<file path="config.mk">
export PLATFORM = sky130hd
export DESIGN_NAME = banco_nos_ativos_flat
export DESIGN_NICKNAME = d
export VERILOG_FILES = /design/src/rtl/banco_nos_ativos_pkg.sv /design/src/rtl/banco_nos_ativos_if.sv /design/src/rtl/banco_nos_ativos_celula_no_ativo.sv /design/src/rtl/banco_nos_ativos.sv /design/src/flat_wrapper.sv
export SDC_FILE = /design/constraint.sdc
export NUM_CORES = 1
export LEC_CHECK = 0
export BUFFER_PORTS_ARGS = -buffer_cell sky130_fd_sc_hd__buf_4
export CAP_MARGIN = 10
export CORE_ASPECT_RATIO = 0.5
export CORE_MARGIN = 1
export CORE_UTILIZATION = 35
export DETAILED_ROUTE_END_ITERATION = 10
export GPL_TIMING_DRIVEN = 0
export SKIP_CTS_REPAIR_TIMING = 1
export SKIP_LAST_GASP = 1
export SLEW_MARGIN = 20
export SYNTH_ARGS = -nofsm -noshare
export SYNTH_HDL_FRONTEND = slang
export SYNTH_SLANG_ARGS = --single-unit
</file>
<file path="constraint.sdc">
create_clock -name clk -period 6.5 [get_ports clk]
set_input_delay 0.975 -clock clk [delete_from_list [all_inputs] [get_ports clk]]
set_output_delay 0.975 -clock clk [all_outputs]
set_load 0.03 [all_outputs]
</file>
<file path="src/rtl/banco_nos_ativos_pkg.sv">
// Shared definitions for the active-node bank: search FSM encoding,
// key width helper and one-hot slot-select checks.
package banco_nos_ativos_pkg;

   // Search FSM states, also exported on the debug port of the bank.
   typedef enum logic [1:0] {
      IDLE = 2'd0,
      SCAN = 2'd1,
      DONE = 2'd2
   } estado_t;

   // Widest slot-select vector the helper functions accept.
   localparam int MAX_NA = 64;

   // Key = distancia + menor_vizinho needs one extra bit so it never overflows.
   function automatic int chave_width(input int distancia_width);
      return distancia_width + 1;
   endfunction

   // True when exactly one bit of the (zero-extended) select is set.
   function automatic logic um_quente(input logic [MAX_NA-1:0] v);
      return (v != '0) && ((v & (v - MAX_NA'(1))) == '0);
   endfunction

   // True when two or more bits of the (zero-extended) select are set.
   function automatic logic multiplos(input logic [MAX_NA-1:0] v);
      return (v & (v - MAX_NA'(1))) != '0;
   endfunction

endpackage

</file>
<file path="src/rtl/banco_nos_ativos_if.sv">
// Command/result bus between the active-node manager (master) and the
// active-node bank (slave).
// Handshake: a command is taken on every clk edge where atualizar_in or
// desativar_in is high with a one-hot habilitar_in; busca_in is a level
// sampled only while the search FSM is IDLE, and the result on menor_* is
// valid in the cycle busca_pronta_out is high and held until the next one.
interface banco_nos_ativos_if #(
   parameter int NUM_NA          = 8,
   parameter int ADDR_WIDTH      = 5,
   parameter int DISTANCIA_WIDTH = 5,
   parameter int CUSTO_WIDTH     = 4
);
   import banco_nos_ativos_pkg::*;

   logic [NUM_NA-1:0]            habilitar_in;
   logic                         atualizar_in;
   logic                         desativar_in;
   logic [ADDR_WIDTH-1:0]        endereco_in;
   logic [ADDR_WIDTH-1:0]        anterior_in;
   logic [CUSTO_WIDTH-1:0]       menor_vizinho_in;
   logic [DISTANCIA_WIDTH-1:0]   distancia_in;
   logic                         busca_in;

   logic [ADDR_WIDTH*NUM_NA-1:0] na_endereco_out;
   logic [NUM_NA-1:0]            na_ativo_out;
   logic                         busca_ocupada_out;
   logic                         busca_pronta_out;
   logic                         menor_valido_out;
   logic [ADDR_WIDTH-1:0]        menor_endereco_out;
   logic [ADDR_WIDTH-1:0]        menor_anterior_out;
   logic [DISTANCIA_WIDTH:0]     menor_chave_out;
   logic                         erro_out;
   estado_t                      estado;

   modport master (
      output habilitar_in, atualizar_in, desativar_in, endereco_in,
             anterior_in, menor_vizinho_in, distancia_in, busca_in,
      input  na_endereco_out, na_ativo_out, busca_ocupada_out,
             busca_pronta_out, menor_valido_out, menor_endereco_out,
             menor_anterior_out, menor_chave_out, erro_out, estado
   );

   modport slave (
      input  habilitar_in, atualizar_in, desativar_in, endereco_in,
             anterior_in, menor_vizinho_in, distancia_in, busca_in,
      output na_endereco_out, na_ativo_out, busca_ocupada_out,
             busca_pronta_out, menor_valido_out, menor_endereco_out,
             menor_anterior_out, menor_chave_out, erro_out, estado
   );

endinterface

</file>
<file path="src/rtl/banco_nos_ativos_celula_no_ativo.sv">
// One active-node slot: address, predecessor, smallest-neighbour cost and
// accumulated distance, with load / relax / free rules and a per-cycle
// protocol-error strobe for the bank's sticky error flag.
module celula_no_ativo #(
   parameter int ADDR_WIDTH      = 5,
   parameter int DISTANCIA_WIDTH = 5,
   parameter int CUSTO_WIDTH     = 4
) (
   input  logic                       clk,
   input  logic                       rst_n,
   input  logic                       sel,
   input  logic                       atualizar,
   input  logic                       desativar,
   input  logic [ADDR_WIDTH-1:0]      endereco,
   input  logic [ADDR_WIDTH-1:0]      anterior,
   input  logic [CUSTO_WIDTH-1:0]     menor_vizinho,
   input  logic [DISTANCIA_WIDTH-1:0] distancia,
   output logic                       ativo,
   output logic [ADDR_WIDTH-1:0]      endereco_q,
   output logic [ADDR_WIDTH-1:0]      anterior_q,
   output logic [CUSTO_WIDTH-1:0]     menor_vizinho_q,
   output logic [DISTANCIA_WIDTH-1:0] distancia_q,
   output logic                       erro
);

   logic igual;
   logic carrega;

   assign igual = (endereco == endereco_q);

   // Decide whether this cycle's command loads the slot or is a protocol error.
   always_comb begin
      carrega = 1'b0;
      erro    = 1'b0;
      if (sel) begin
         if (desativar) begin
            // Free wins over a simultaneous update; the update is an error.
            erro = atualizar || !ativo || !igual;
         end else if (atualizar) begin
            if (!ativo) begin
               carrega = 1'b1;
            end else if (!igual) begin
               erro = 1'b1;
            end else begin
               // Relax only on a strictly shorter distance.
               carrega = (distancia < distancia_q);
            end
         end
      end
   end

   // Slot registers; a freed slot keeps its fields, only the flag drops.
   always_ff @(posedge clk or negedge rst_n) begin
      if (!rst_n) begin
         ativo           <= 1'b0;
         endereco_q      <= '0;
         anterior_q      <= '0;
         menor_vizinho_q <= '0;
         distancia_q     <= '0;
      end else if (carrega) begin
         ativo           <= 1'b1;
         endereco_q      <= endereco;
         anterior_q      <= anterior;
         menor_vizinho_q <= menor_vizinho;
         distancia_q     <= distancia;
      end else if (sel && desativar && ativo && igual) begin
         ativo <= 1'b0;
      end
   end

endmodule

</file>
<file path="src/rtl/banco_nos_ativos.sv">
// Active-node bank: NUM_NA slots written by the active-node manager, plus a
// sequential minimum search returning the active node with the smallest
// key = distancia + menor_vizinho (lowest index wins ties).
module banco_nos_ativos
   import banco_nos_ativos_pkg::*;
#(
   parameter int NUM_NA          = 8,
   parameter int ADDR_WIDTH      = 5,
   parameter int DISTANCIA_WIDTH = 5,
   parameter int CUSTO_WIDTH     = 4
) (
   input logic              clk,
   input logic              rst_n,
   banco_nos_ativos_if.slave bus
);

   localparam int CHAVE_W = chave_width(DISTANCIA_WIDTH);
   localparam int IDX_W   = $clog2(NUM_NA);
   localparam logic [IDX_W-1:0] IDX_ULTIMO = IDX_W'(NUM_NA - 1);

   logic                       comando;
   logic                       sel_valido;
   logic                       sel_multiplo;
   logic                       erro_q;
   logic [NUM_NA-1:0]          erro_cel;
   logic [NUM_NA-1:0]          ativo;
   logic [ADDR_WIDTH-1:0]      end_q  [NUM_NA];
   logic [ADDR_WIDTH-1:0]      ant_q  [NUM_NA];
   logic [CUSTO_WIDTH-1:0]     viz_q  [NUM_NA];
   logic [DISTANCIA_WIDTH-1:0] dist_q [NUM_NA];
   logic [ADDR_WIDTH*NUM_NA-1:0] pacote;

   estado_t               estado;
   logic [IDX_W-1:0]      idx;
   logic                  melhor_valido;
   logic [ADDR_WIDTH-1:0] melhor_end;
   logic [ADDR_WIDTH-1:0] melhor_ant;
   logic [CHAVE_W-1:0]    melhor_chave;

   logic [CHAVE_W-1:0]    chave_idx;
   logic                  melhora;
   logic                  nxt_valido;
   logic [ADDR_WIDTH-1:0] nxt_end;
   logic [ADDR_WIDTH-1:0] nxt_ant;
   logic [CHAVE_W-1:0]    nxt_chave;

   assign comando      = bus.atualizar_in | bus.desativar_in;
   assign sel_valido   = um_quente(MAX_NA'(bus.habilitar_in));
   assign sel_multiplo = multiplos(MAX_NA'(bus.habilitar_in));

   for (genvar i = 0; i < NUM_NA; i++) begin : g_celula
      celula_no_ativo #(
         .ADDR_WIDTH      (ADDR_WIDTH),
         .DISTANCIA_WIDTH (DISTANCIA_WIDTH),
         .CUSTO_WIDTH     (CUSTO_WIDTH)
      ) u_celula (
         .clk             (clk),
         .rst_n           (rst_n),
         .sel             (bus.habilitar_in[i] & sel_valido),
         .atualizar       (bus.atualizar_in),
         .desativar       (bus.desativar_in),
         .endereco        (bus.endereco_in),
         .anterior        (bus.anterior_in),
         .menor_vizinho   (bus.menor_vizinho_in),
         .distancia       (bus.distancia_in),
         .ativo           (ativo[i]),
         .endereco_q      (end_q[i]),
         .anterior_q      (ant_q[i]),
         .menor_vizinho_q (viz_q[i]),
         .distancia_q     (dist_q[i]),
         .erro            (erro_cel[i])
      );
   end

   // Sticky protocol error: multi-hot select with a command, or a slot-level fault.
   always_ff @(posedge clk or negedge rst_n) begin
      if (!rst_n) begin
         erro_q <= 1'b0;
      end else if ((comando && sel_multiplo) || (|erro_cel)) begin
         erro_q <= 1'b1;
      end
   end

   // Pack slot addresses for the manager's hit detection.
   always_comb begin
      pacote = '0;
      for (int i = 0; i < NUM_NA; i++) begin
         pacote[ADDR_WIDTH*i +: ADDR_WIDTH] = end_q[i];
      end
   end

   // Compare the slot under scan against the running best (strict less-than).
   always_comb begin
      chave_idx  = CHAVE_W'(dist_q[idx]) + CHAVE_W'(viz_q[idx]);
      melhora    = ativo[idx] && (!melhor_valido || (chave_idx < melhor_chave));
      nxt_valido = melhor_valido;
      nxt_end    = melhor_end;
      nxt_ant    = melhor_ant;
      nxt_chave  = melhor_chave;
      if (melhora) begin
         nxt_valido = 1'b1;
         nxt_end    = end_q[idx];
         nxt_ant    = ant_q[idx];
         nxt_chave  = chave_idx;
      end
   end

   // Search FSM: IDLE -> SCAN (one slot per cycle) -> DONE (result pulse) -> IDLE.
   always_ff @(posedge clk or negedge rst_n) begin
      if (!rst_n) begin
         estado                 <= IDLE;
         idx                    <= '0;
         melhor_valido          <= 1'b0;
         melhor_end             <= '0;
         melhor_ant             <= '0;
         melhor_chave           <= '0;
         bus.busca_ocupada_out  <= 1'b0;
         bus.busca_pronta_out   <= 1'b0;
         bus.menor_valido_out   <= 1'b0;
         bus.menor_endereco_out <= '0;
         bus.menor_anterior_out <= '0;
         bus.menor_chave_out    <= '0;
      end else begin
         case (estado)
            IDLE: begin
               bus.busca_pronta_out <= 1'b0;
               if (bus.busca_in) begin
                  melhor_valido         <= 1'b0;
                  melhor_end            <= '0;
                  melhor_ant            <= '0;
                  melhor_chave          <= '0;
                  idx                   <= '0;
                  bus.busca_ocupada_out <= 1'b1;
                  estado                <= SCAN;
               end
            end
            SCAN: begin
               melhor_valido <= nxt_valido;
               melhor_end    <= nxt_end;
               melhor_ant    <= nxt_ant;
               melhor_chave  <= nxt_chave;
               if (idx == IDX_ULTIMO) begin
                  // Last slot folds straight into the published result.
                  bus.menor_valido_out   <= nxt_valido;
                  bus.menor_endereco_out <= nxt_end;
                  bus.menor_anterior_out <= nxt_ant;
                  bus.menor_chave_out    <= nxt_chave;
                  bus.busca_pronta_out   <= 1'b1;
                  estado                 <= DONE;
               end else begin
                  idx <= idx + IDX_W'(1);
               end
            end
            DONE: begin
               bus.busca_pronta_out  <= 1'b0;
               bus.busca_ocupada_out <= 1'b0;
               estado                <= IDLE;
            end
            default: begin
               estado <= IDLE;
            end
         endcase
      end
   end

   assign bus.na_endereco_out = pacote;
   assign bus.na_ativo_out    = ativo;
   assign bus.erro_out        = erro_q;
   assign bus.estado          = estado;

endmodule

</file>
<file path="src/flat_wrapper.sv">
// flat-port wrapper written by rule: the top's interface ports become plain ports
module banco_nos_ativos_flat import banco_nos_ativos_pkg::*;
#(
   parameter int NUM_NA          = 8,
   parameter int ADDR_WIDTH      = 5,
   parameter int DISTANCIA_WIDTH = 5,
   parameter int CUSTO_WIDTH     = 4
)
  (clk, rst_n, bus_habilitar_in, bus_atualizar_in, bus_desativar_in, bus_endereco_in, bus_anterior_in, bus_menor_vizinho_in, bus_distancia_in, bus_busca_in, bus_na_endereco_out, bus_na_ativo_out, bus_busca_ocupada_out, bus_busca_pronta_out, bus_menor_valido_out, bus_menor_endereco_out, bus_menor_anterior_out, bus_menor_chave_out, bus_erro_out, bus_estado);
  banco_nos_ativos_if #(.NUM_NA(NUM_NA), .ADDR_WIDTH(ADDR_WIDTH), .DISTANCIA_WIDTH(DISTANCIA_WIDTH), .CUSTO_WIDTH(CUSTO_WIDTH)) bus_i ();
  input logic clk;
  input logic rst_n;
  input wire logic [$bits(bus_i.habilitar_in)-1:0] bus_habilitar_in;
  input wire logic [$bits(bus_i.atualizar_in)-1:0] bus_atualizar_in;
  input wire logic [$bits(bus_i.desativar_in)-1:0] bus_desativar_in;
  input wire logic [$bits(bus_i.endereco_in)-1:0] bus_endereco_in;
  input wire logic [$bits(bus_i.anterior_in)-1:0] bus_anterior_in;
  input wire logic [$bits(bus_i.menor_vizinho_in)-1:0] bus_menor_vizinho_in;
  input wire logic [$bits(bus_i.distancia_in)-1:0] bus_distancia_in;
  input wire logic [$bits(bus_i.busca_in)-1:0] bus_busca_in;
  output wire logic [$bits(bus_i.na_endereco_out)-1:0] bus_na_endereco_out;
  output wire logic [$bits(bus_i.na_ativo_out)-1:0] bus_na_ativo_out;
  output wire logic [$bits(bus_i.busca_ocupada_out)-1:0] bus_busca_ocupada_out;
  output wire logic [$bits(bus_i.busca_pronta_out)-1:0] bus_busca_pronta_out;
  output wire logic [$bits(bus_i.menor_valido_out)-1:0] bus_menor_valido_out;
  output wire logic [$bits(bus_i.menor_endereco_out)-1:0] bus_menor_endereco_out;
  output wire logic [$bits(bus_i.menor_anterior_out)-1:0] bus_menor_anterior_out;
  output wire logic [$bits(bus_i.menor_chave_out)-1:0] bus_menor_chave_out;
  output wire logic [$bits(bus_i.erro_out)-1:0] bus_erro_out;
  output wire logic [$bits(bus_i.estado)-1:0] bus_estado;
  assign bus_i.habilitar_in = bus_habilitar_in;
  assign bus_i.atualizar_in = bus_atualizar_in;
  assign bus_i.desativar_in = bus_desativar_in;
  assign bus_i.endereco_in = bus_endereco_in;
  assign bus_i.anterior_in = bus_anterior_in;
  assign bus_i.menor_vizinho_in = bus_menor_vizinho_in;
  assign bus_i.distancia_in = bus_distancia_in;
  assign bus_i.busca_in = bus_busca_in;
  assign bus_na_endereco_out = bus_i.na_endereco_out;
  assign bus_na_ativo_out = bus_i.na_ativo_out;
  assign bus_busca_ocupada_out = bus_i.busca_ocupada_out;
  assign bus_busca_pronta_out = bus_i.busca_pronta_out;
  assign bus_menor_valido_out = bus_i.menor_valido_out;
  assign bus_menor_endereco_out = bus_i.menor_endereco_out;
  assign bus_menor_anterior_out = bus_i.menor_anterior_out;
  assign bus_menor_chave_out = bus_i.menor_chave_out;
  assign bus_erro_out = bus_i.erro_out;
  assign bus_estado = bus_i.estado;
  banco_nos_ativos #(.NUM_NA(NUM_NA), .ADDR_WIDTH(ADDR_WIDTH), .DISTANCIA_WIDTH(DISTANCIA_WIDTH), .CUSTO_WIDTH(CUSTO_WIDTH)) u_core (.clk(clk), .rst_n(rst_n), .bus(bus_i));
endmodule
</file>
==> impl_metrics.tcl, run 1 <==
set metrics [dict create \
    grt_max_degree 93 \
    rsz0062_at_grt "no" \
    holdWs_ps 379 \
    crit_path_top_delay_cell "clkbuf_1" \
    antenna_cells 0 \
    worst_setup_path_end_kind "register" \
    netlist_area_um2 11000 \
    yosysWarnings 0 \
    ant_nets 0 \
    fin_nets 1103 \
    worstSetupPathType "reg2reg" \
    antenna_found_initial 0 \
    clk_transition_reported_paths_ps 60 \
    synth_flop_cell "dfrtp_1" \
    viasPerCell 5.27 \
    worst_pin_slew_ps 962 \
    drc_errors 0 \
    dieArea_um2 32200 \
    finalSetupViolCount 0 \
    vias 7716 \
    layout_common_cells "202 x dfrtp_1, 111 x mux2_2, 99 x buf_4" \
    io_buffers 92 \
    grt_util_all_layers 0.195 \
    maxCapViolCount 0 \
    initial_core_util 0.360 \
    hold_violations 0 \
    drt-total-wl_um 30500 \
    wire_per_inst_um 20.8 \
    crit-reg2reg-launch "u_core.idx[1]" \
    synth_edf_count 0 \
    max_stage_delay_ps 510 \
    nFillCells 2912 \
    slew_headroom 0.359 \
    crit_fanout 10 \
    synth_nets 986 \
    drtIter0Drc 701 \
    cts_buffers 22 \
    ioPinCount 102 \
    hp-class "in2async" \
    drv_slew 0 \
    worstPathRequired_ps 6870 \
    grt_pass1_wl_um 48000 \
    synth_seq_cells 202 \
    fin_skew_ps 13.6 \
    power.total_mw 4.12 \
    regToRegEndpoint "u_core.bus.menor_chave_out[3]" \
    root_buffer "clkbuf_16" \
    tns_ps 0 \
    final_common_cell "dfrtp_1" \
    worstRegToRegCells 19 \
    fin_crit_ps 5930 \
    ir_drop_uv 180 \
    syn_area_per_cell_um2 12.1 \
    async_flop_share 1.00 \
    final.setup.worst_slack_ps 568 \
    postSynthCellCount 910 \
    ff2ff_setup_slack_ps 570 \
    die_h_um 127 \
    drive_above_1_share 0.302 \
    fmax_mhz 169 \
    die_w_um 253 \
    cp_top_family "buffers and inverters" \
    place.gp.congestion 0.889 \
    hpwl_um 22300 \
    insertion_delay_ps 510 \
    cts_tree "built" \
    outcome "complete, no violations" \
    startpoint_type "register" \
    grt_pass1_vias 7853 \
    yosysSeqAreaShare 0.459 \
    coreArea_um2 30600 \
    dr.pass1.iters 5 \
    overflow 0 \
    arrival_ps 6300 \
    ys_types 48 \
    clockBufferDepth 3 \
    power_density_nw_per_um2 316 \
    htree_levels 1 \
    syn_to_final_growth_pct 18.1 \
    fin_util 0.425 \
    crit_chain "clkbuf_1 -> clkbuf_2 -> clkbuf_2 -> clkbuf_2 -> mux4_2 -> o21ai_0 -> ha_1 -> a21o_1 -> a21oi_1 -> nand2b_1 -> a21oi_1 -> ha_1 -> a21o_1 -> a21oi_1 -> o21a_1 -> buf_2 -> buf_1 -> mux2i_1 -> o21ai_0" \
    place_ws_ps -201 \
    cp.buffers_inverters 6 \
    rows 45 \
    cellLeakagePower_nw 6.19 \
    period_share 0.913 \
    clock-sinks 202 \
]
-- through the flow --
step | area (um2) | instances
floorplan | 11000 | 910
global placement | 12200 | 1425
detailed placement | 12300 | 1427
CTS | 13000 | 1465
global route | 13000 | 1464
finish | 13000 | 1464
-- worst reg2reg max path, delay by kind of cell (launching register included) --
| kind | cells | cell delay [ps] |
|---|---|---|
| and+or+nand+nor | 1 | 160 |
| adders and majority gates | 2 | 680 |
| muxes | 2 | 630 |
| buffers and inverters | 6 | 2430 |
| AOI/OAI and AO/OA | 8 | 1540 |
| DFF | 1 | 360 |
-- cell families after synthesis --
| kind of cell | after synthesis | synth area share |
|---|---|---|
| buffers and inverters | 126 | 0.0483 |
| AOI/OAI and AO/OA | 131 | 0.0806 |
| and+or+nand+nor | 135 | 0.0551 |
| DFF | 202 | 0.459 |
| xor gates and xnor gates | 44 | 0.0350 |
| adders and majority gates | 46 | 0.0525 |
| muxes | 226 | 0.270 |
-- metal layers --
metal  vias up  global-route usage  share of wire
met1      4002               0.273           0.47
li1       3512                   -              -
met4         0              0.0417          0.020
met3        43              0.0310          0.043
met5         -                   0              0
met2       159               0.319           0.47
-- power breakdown --
part,internal [mW],total [mW],switching [mW]
Clock,0.725,1.24,0.514
Sequential,1.40,1.50,0.106
Combinational,0.526,1.38,0.851
-- area by class of cell --
class | count | area (um2) | share of cell area
clock inverter | 5 | 70.1 | 0.00538
buffer | 68 | 318 | 0.0244
sequential | 202 | 5050 | 0.388
tap | 423 | 529 | 0.0407
timing repair buffer | 94 | 753 | 0.0579
clock buffer | 33 | 642 | 0.0493
inverter | 57 | 214 | 0.0164
multi-input combinational | 582 | 5430 | 0.417
-- sequential cells by signal (all words and copies together), names as in the netlist --
register / cells
u_core.g_celula.u_celula.distancia_q: 40
u_core.melhor_ant: 5
u_core.bus.menor_valido_out: 1
u_core.g_celula.u_celula.menor_vizinho_q: 32
u_core.melhor_valido: 1
u_core.melhor_end: 5
u_core.bus.busca_ocupada_out: 1
u_core.bus.menor_endereco_out: 5
u_core.bus.menor_chave_out: 6
u_core.g_celula.u_celula.endereco_q: 40
u_core.bus.erro_out: 1
u_core.bus.busca_pronta_out: 1
u_core.bus.estado: 2
u_core.melhor_chave: 6
u_core.g_celula.u_celula.anterior_q: 40
u_core.g_celula.u_celula.ativo: 8
u_core.idx: 3
u_core.bus.menor_anterior_out: 5
-- how the worst max path moves through the flow --
stage,cells after the start,from,to
finish,19,u_core.idx[1],u_core.bus.menor_chave_out[3]
global route,19,u_core.idx[1],u_core.bus.menor_chave_out[3]
CTS,19,u_core.idx[1],u_core.bus.menor_chave_out[2]
detailed placement,19,u_core.idx[1],u_core.bus.menor_chave_out[2]
global placement,19,u_core.idx[1],u_core.bus.menor_chave_out[2]
floorplan,19,u_core.idx[1],u_core.bus.menor_chave_out[2]
-- synthesized netlist by cell type (2+ instances only) --
cell type | number | area (um2)
nand3b_1 | 2 | 15.0
mux2_2 | 111 | 1250
o211ai_1 | 7 | 52.6
maj3_1 | 2 | 20.0
inv_1 | 57 | 214
dfrtp_1 | 202 | 5050
o221ai_1 | 15 | 131
and3_1 | 2 | 12.5
nand2b_1 | 11 | 68.8
o21ai_0 | 47 | 235
mux4_2 | 40 | 901
o21bai_1 | 2 | 15.0
or3b_2 | 2 | 17.5
nand3_1 | 12 | 60.1
nor2_1 | 9 | 33.8
a21o_1 | 13 | 97.6
mux2_1 | 57 | 642
clkbuf_1 | 32 | 120
a22oi_1 | 2 | 15.0
o2111a_1 | 4 | 45.0
buf_2 | 23 | 115
nand2_1 | 77 | 289
a211o_1 | 4 | 35.0
ha_1 | 43 | 538
o21a_1 | 5 | 37.5
a31oi_1 | 5 | 31.3
mux2i_1 | 18 | 180
xnor2_1 | 10 | 87.6
a21oi_1 | 9 | 45.0
a211oi_1 | 10 | 75.1
buf_1 | 6 | 22.5
buf_4 | 8 | 60.1
xor2_1 | 34 | 298
nor3_1 | 15 | 75.1
Note: power is estimated with default switching activity, not from simulation.
==> run 2, diff against run 1 <==
--- a/config.mk
+++ b/config.mk
@@ -5,6 +5,7 @@
 export SDC_FILE = /design/constraint.sdc
 export NUM_CORES = 1
 export LEC_CHECK = 0
+export ABC_AREA = 1
 export BUFFER_PORTS_ARGS = -buffer_cell sky130_fd_sc_hd__buf_4
 export CAP_MARGIN = 10
 export CORE_ASPECT_RATIO = 0.5
@@ -12,6 +13,7 @@
 export CORE_UTILIZATION = 35
 export DETAILED_ROUTE_END_ITERATION = 10
 export GPL_TIMING_DRIVEN = 0
+export SETUP_SLACK_MARGIN = 0.05
 export SKIP_CTS_REPAIR_TIMING = 1
 export SKIP_LAST_GASP = 1
 export SLEW_MARGIN = 20
==> impl_metrics.tcl, run 2 <==
set metrics [dict create \
    largestRegisters "u_core.g_celula.u_celula.anterior_q x40, u_core.g_celula.u_celula.distancia_q x40, u_core.g_celula.u_celula.endereco_q x40" \
    synth_flop_cell "dfrtp_1" \
    worstPathRequired_ps 6940 \
    dieArea_um2 33700 \
    antenna_found_initial 0 \
    synth_seq_cells 202 \
    synth.area.top_cells "dfrtp_1 44%, nand2_1 18%, nand3_1 6.9%" \
    wire_per_inst_um 20.2 \
    drt-total-wl_um 43100 \
    finalSetupViolCount 0 \
    fin_skew_ps 23.0 \
    syn_area_per_cell_um2 7.32 \
    dpl_cell_area_um2 12800 \
    worst_pin_slew_ps 923 \
    worst_setup_path_end_kind "register" \
    fmax_mhz 189 \
    grt_pass1_wl_um 64200 \
    cts_buffers 22 \
    grt_max_degree 89 \
    outcome "complete, no violations" \
    final_area_um2 13500 \
    synth_nets 1653 \
    die_w_um 259 \
    insertion_delay_ps 540 \
    startpoint_type "register" \
    arrival_ps 5720 \
    viasPerCell 5.31 \
    htree_levels 1 \
    synthMuxAreaShare 0 \
    rsz0062_at_grt "no" \
    synth_top_family_by_area "simple AND/OR/NAND/NOR gates" \
    grt_pass1_vias 10600 \
    dr.pass1.iters 6 \
    drive_above_1_share 0.126 \
    yosys-top-cells-count "541 x nand2_1, 202 x dfrtp_1, 158 x nand3_1" \
    worstSetupPathType "reg2reg" \
    dp.cells 2098 \
    power_density_nw_per_um2 387 \
    area.sequential_um2 5050 \
    coreArea_um2 32100 \
    drv_slew 0 \
    synth_compound_area_frac 0.123 \
    power.total_mw 5.23 \
    ys_types 34 \
    hp-class "in2async" \
    drtIter0Drc 1212 \
    drc_errors 0 \
    rows 46 \
    async_flop_share 1.00 \
    clock-sinks 202 \
    slew_headroom 0.378 \
    tns_ps 0 \
    cellLeakagePower_nw 7.01 \
    netlist_area_um2 11500 \
    vias 11300 \
    hold_violations 0 \
    synth.most_common_cell "nand2_1" \
    yosys.area_share.adder 0.0484 \
    ir_drop_uv 181 \
    yosysTopAreaCell "dfrtp_1" \
    synth_edf_count 0 \
    synth_top_cell_area_share 0.438 \
    fin_nets 1766 \
    yosysSeqAreaShare 0.438 \
    synth_xor_area_frac 0.0106 \
    final_common_cell "nand2_1" \
    yosysWarnings 0 \
    ant_nets 0 \
    postSynthCellCount 1577 \
    hpwl_um 30400 \
    root_buffer "clkbuf_16" \
    cts_tree "built" \
    clockBufferDepth 3 \
    place.gp.congestion 0.949 \
    crit_fanout 10 \
    nFillCells 3319 \
    io_buffers 87 \
    initial_core_util 0.360 \
    ioPinCount 102 \
    multi_input_area_um2 5500 \
    fin_cells 2137 \
    syn_to_final_growth_pct 17.1 \
    clk_transition_reported_paths_ps 60 \
    fin_crit_ps 5280 \
    period_share 0.813 \
    overflow 0 \
    maxCapViolCount 0 \
    die_h_um 130 \
    layout_common_cells "541 x nand2_1, 202 x dfrtp_1, 158 x nand3_1" \
    antenna_cells 0 \
    grt_util_all_layers 0.255 \
    synth-simple-area-share 0.295 \
]
-- run 2: final cells by class --
| type | instances | area share |
|---|---|---|
| Timing Repair Buffer | 89 | 0.0530 |
| Clock inverter | 9 | 0.00657 |
| Clock buffer | 30 | 0.0467 |
| Sequential cell | 202 | 0.374 |
| Buffer | 114 | 0.0432 |
| Inverter | 106 | 0.0294 |
| Multi-Input combinational cell | 1155 | 0.407 |
| Tap cell | 432 | 0.0400 |
-- run 2: path summary, 6_finish.rpt --
check,from,endpoint,slack (ps),cells after the start
max,u_core.idx[0],u_core.melhor_ant[4],1220,23
min,rst_n,u_core.g_celula[5].u_celula.menor_vizinho_q[1],310,1
max reg2reg,u_core.idx[0],u_core.melhor_ant[4],1220,23
min reg2reg,u_core.g_celula[5].u_celula.anterior_q[0],u_core.g_celula[5].u_celula.anterior_q[0],470,2
max in group asynchronous,rst_n,u_core.bus.menor_endereco_out[2],5430,2
min in group clk,u_core.g_celula[5].u_celula.anterior_q[0],u_core.g_celula[5].u_celula.anterior_q[0],470,2
-- run 2: per-layer routing --
| metal | routed length [um] | share of wire | track usage |
|---|---|---|---|
| met1 | 19200 | 0.45 | 0.357 |
| met2 | 18300 | 0.42 | 0.390 |
| met3 | 4580 | 0.11 | 0.0677 |
| met4 | 1060 | 0.025 | 0.0651 |
| met5 | 0 | 0 | 0 |
-- run 2: where the power goes --
group | switching (mW) | internal [mW] | leakage (nW) | total, mW
combinational | 1.63 | 0.737 | 3.98 | 2.37
clock | 0.561 | 0.724 | 0.360 | 1.28
sequential | 0.127 | 1.45 | 2.67 | 1.58
total | 2.32 | 2.91 | 7.01 | 5.23
-- run 2: through the flow --
| stage | hold slack, ps | utilization | setup WS, ps |
|---|---|---|---|
| final | 306 | 0.422 | 1220 |
| after global routing | 308 | 0.422 | 805 |
| after CTS | 306 | 0.422 | 1270 |
| after detailed placement | 454 | 0.399 | 1300 |
| after global placement | 449 | 0.397 | 1310 |
| after floorplan | 436 | - | 2730 |
-- run 2: kinds of logic (layout without fill, tap and decap cells) --
group	count (synthesis)	after routing
fa+ha+maj	44	44
buf+inv	220	348
compound gates	265	265
flops	202	202
simple gates	832	832
xor+xnor	14	14
-- run 2: worst max-delay path: stages (launching register included) --
cell	delay, ps
dfrtp_1	490
buf_2	310
clkbuf_1	530
clkbuf_1	580
nand2_1	120
a221oi_1	450
a31oi_1	160
fa_1	490
nand2_1	90
nand2_1	50
a21oi_1	160
xnor2_1	180
inv_1	70
ha_1	280
nand2_1	80
nor2_1	50
o21ai_0	80
nand2_1	90
nand2_1	60
nand2_1	90
inv_1	100
clkbuf_1	300
o21ai_0	180
o21ai_0	170
==> run 3, diff against run 2 <==
==> constraint.sdc (replaced) <==
create_clock -name clk -period 4.29 [get_ports clk]
set_input_delay 0.6435 -clock clk [delete_from_list [all_inputs] [get_ports clk]]
set_output_delay 0.6435 -clock clk [all_outputs]
set_load 0.03 [all_outputs]
==> impl_metrics.tcl, run 3 (synthesized netlist as in run 2, its figures left out) <==
set metrics [dict create \
    outcome "complete, no violations" \
    htree_levels 1 \
    fin_crit_ps 4120 \
    nFillCells 3288 \
    grt_pass1_wl_um 64200 \
    drv_slew 0 \
    overflow 0 \
    largestRegisters "u_core.g_celula.u_celula.anterior_q x40, u_core.g_celula.u_celula.distancia_q x40, u_core.g_celula.u_celula.endereco_q x40" \
    maxCapViolCount 0 \
    fin_nets 1768 \
    arrival_ps 4500 \
    cts_buffers 22 \
    final_common_cell "nand2_1" \
    rows 46 \
    die_w_um 259 \
    dpl_cell_area_um2 12800 \
    io_buffers 87 \
    worst_setup_path_end_kind "register" \
    grt_max_degree 89 \
    worstPathRequired_ps 4670 \
    fin_skew_ps 22.9 \
    clockBufferDepth 3 \
    cp.buffers_inverters 7 \
    cellLeakagePower_nw 7.12 \
    syn_to_final_growth_pct 19.2 \
    coreArea_um2 32100 \
    vias 11400 \
    antenna_found_initial 0 \
    drtIter0Drc 1273 \
    slew_headroom 0.369 \
    hp-class "in2reg" \
    dieArea_um2 33700 \
    crit_path_top_delay_cell "dfrtp_2" \
    antenna_cells 0 \
    hpwl_um 30400 \
    max_stage_delay_ps 450 \
    drc_errors 0 \
    rsz0062_at_grt "no" \
    period_share 0.960 \
    cp_top_family "compound AO/OA/AOI/OAI gates" \
    final.setup.worst_slack_ps 173 \
    crit_fanout 10 \
    place_ws_ps -912 \
    cts_tree "built" \
    fmax_mhz 243 \
    ant_nets 0 \
    cpMostUsedCell "nand2_1" \
    finalSetupViolCount 0 \
    grt_pass1_vias 10600 \
    root_buffer "clkbuf_16" \
    final_area_um2 13800 \
    ioPinCount 102 \
    dr.pass1.iters 5 \
    insertion_delay_ps 540 \
    clk_transition_reported_paths_ps 60 \
    wire_per_inst_um 20.2 \
    hold_violations 0 \
    startpoint_type "register" \
    ir_drop_uv 280 \
    drt-total-wl_um 43300 \
    tns_ps 0 \
    clock-sinks 202 \
    holdWs_ps 408 \
    power_density_nw_per_um2 610 \
    initial_core_util 0.360 \
    drive_above_1_share 0.152 \
    viasPerCell 5.32 \
    die_h_um 130 \
    place.gp.congestion 0.949 \
    worstSetupPathType "reg2reg" \
    layout_common_cells "539 x nand2_1, 201 x dfrtp_1, 158 x nand3_1" \
    area.sequential_um2 5060 \
    grt_util_all_layers 0.255 \
    multi_input_area_um2 5630 \
    worst_pin_slew_ps 936 \
]
==> run 3: tightest hold or removal path, cell delays in order <==
cell	delay [ps]
buf_4	80
a21oi_1	60
a21oi_1	100
==> run 3: area by class of cell <==
| cell class | count | area share |
|---|---|---|
| Inverter | 106 | 0.0296 |
| Tap cell | 432 | 0.0393 |
| Sequential cell | 202 | 0.368 |
| Timing Repair Buffer | 93 | 0.0544 |
| Multi-Input combinational cell | 1155 | 0.409 |
| Clock buffer | 30 | 0.0458 |
| Buffer | 112 | 0.0477 |
| Clock inverter | 9 | 0.00646 |
==> run 3: report_power, final <==
group / total [mW] / switching (mW) / internal (mW)
Combinational: 4.03 / 2.65 / 1.38
Clock: 1.95 / 0.856 / 1.10
Sequential: 2.41 / 0.209 / 2.20
Total: 8.39 / 3.71 / 4.68
==> run 3: routing by layer <==
| layer | share of wire | wire length, um | GRT usage |
|---|---|---|---|
| met1 | 0.45 | 19400 | 0.357 |
| met3 | 0.098 | 4240 | 0.0677 |
| met5 | 0 | 0 | 0 |
| met4 | 0.027 | 1190 | 0.0651 |
| met2 | 0.43 | 18500 | 0.390 |
==> run 3: through the flow <==
stage	util	instances	total power [mW]
after global routing	0.429	2139	8.91
final	0.429	2139	8.39
after floorplan	-	1577	4.66
after CTS	0.422	2137	7.89
after global placement	0.397	2096	5.91
after detailed placement	0.399	2098	5.94
==> run 3: path summary, 6_finish.rpt <==
path                                                           startpoint                                             end  slack, ps  cells past startpoint
max                                                         u_core.idx[0]                            u_core.melhor_end[3]        170                     25
min                                                          bus_busca_in                    u_core.bus.busca_ocupada_out        410                      3
max reg2reg                                                 u_core.idx[0]                            u_core.melhor_end[3]        170                     25
min reg2reg                u_core.g_celula[6].u_celula.menor_vizinho_q[0]  u_core.g_celula[6].u_celula.menor_vizinho_q[0]        470                      2
max in group asynchronous                                           rst_n                                   u_core.idx[0]       2960                      3
min in group asynchronous                                           rst_n  u_core.g_celula[5].u_celula.menor_vizinho_q[1]        570                      2
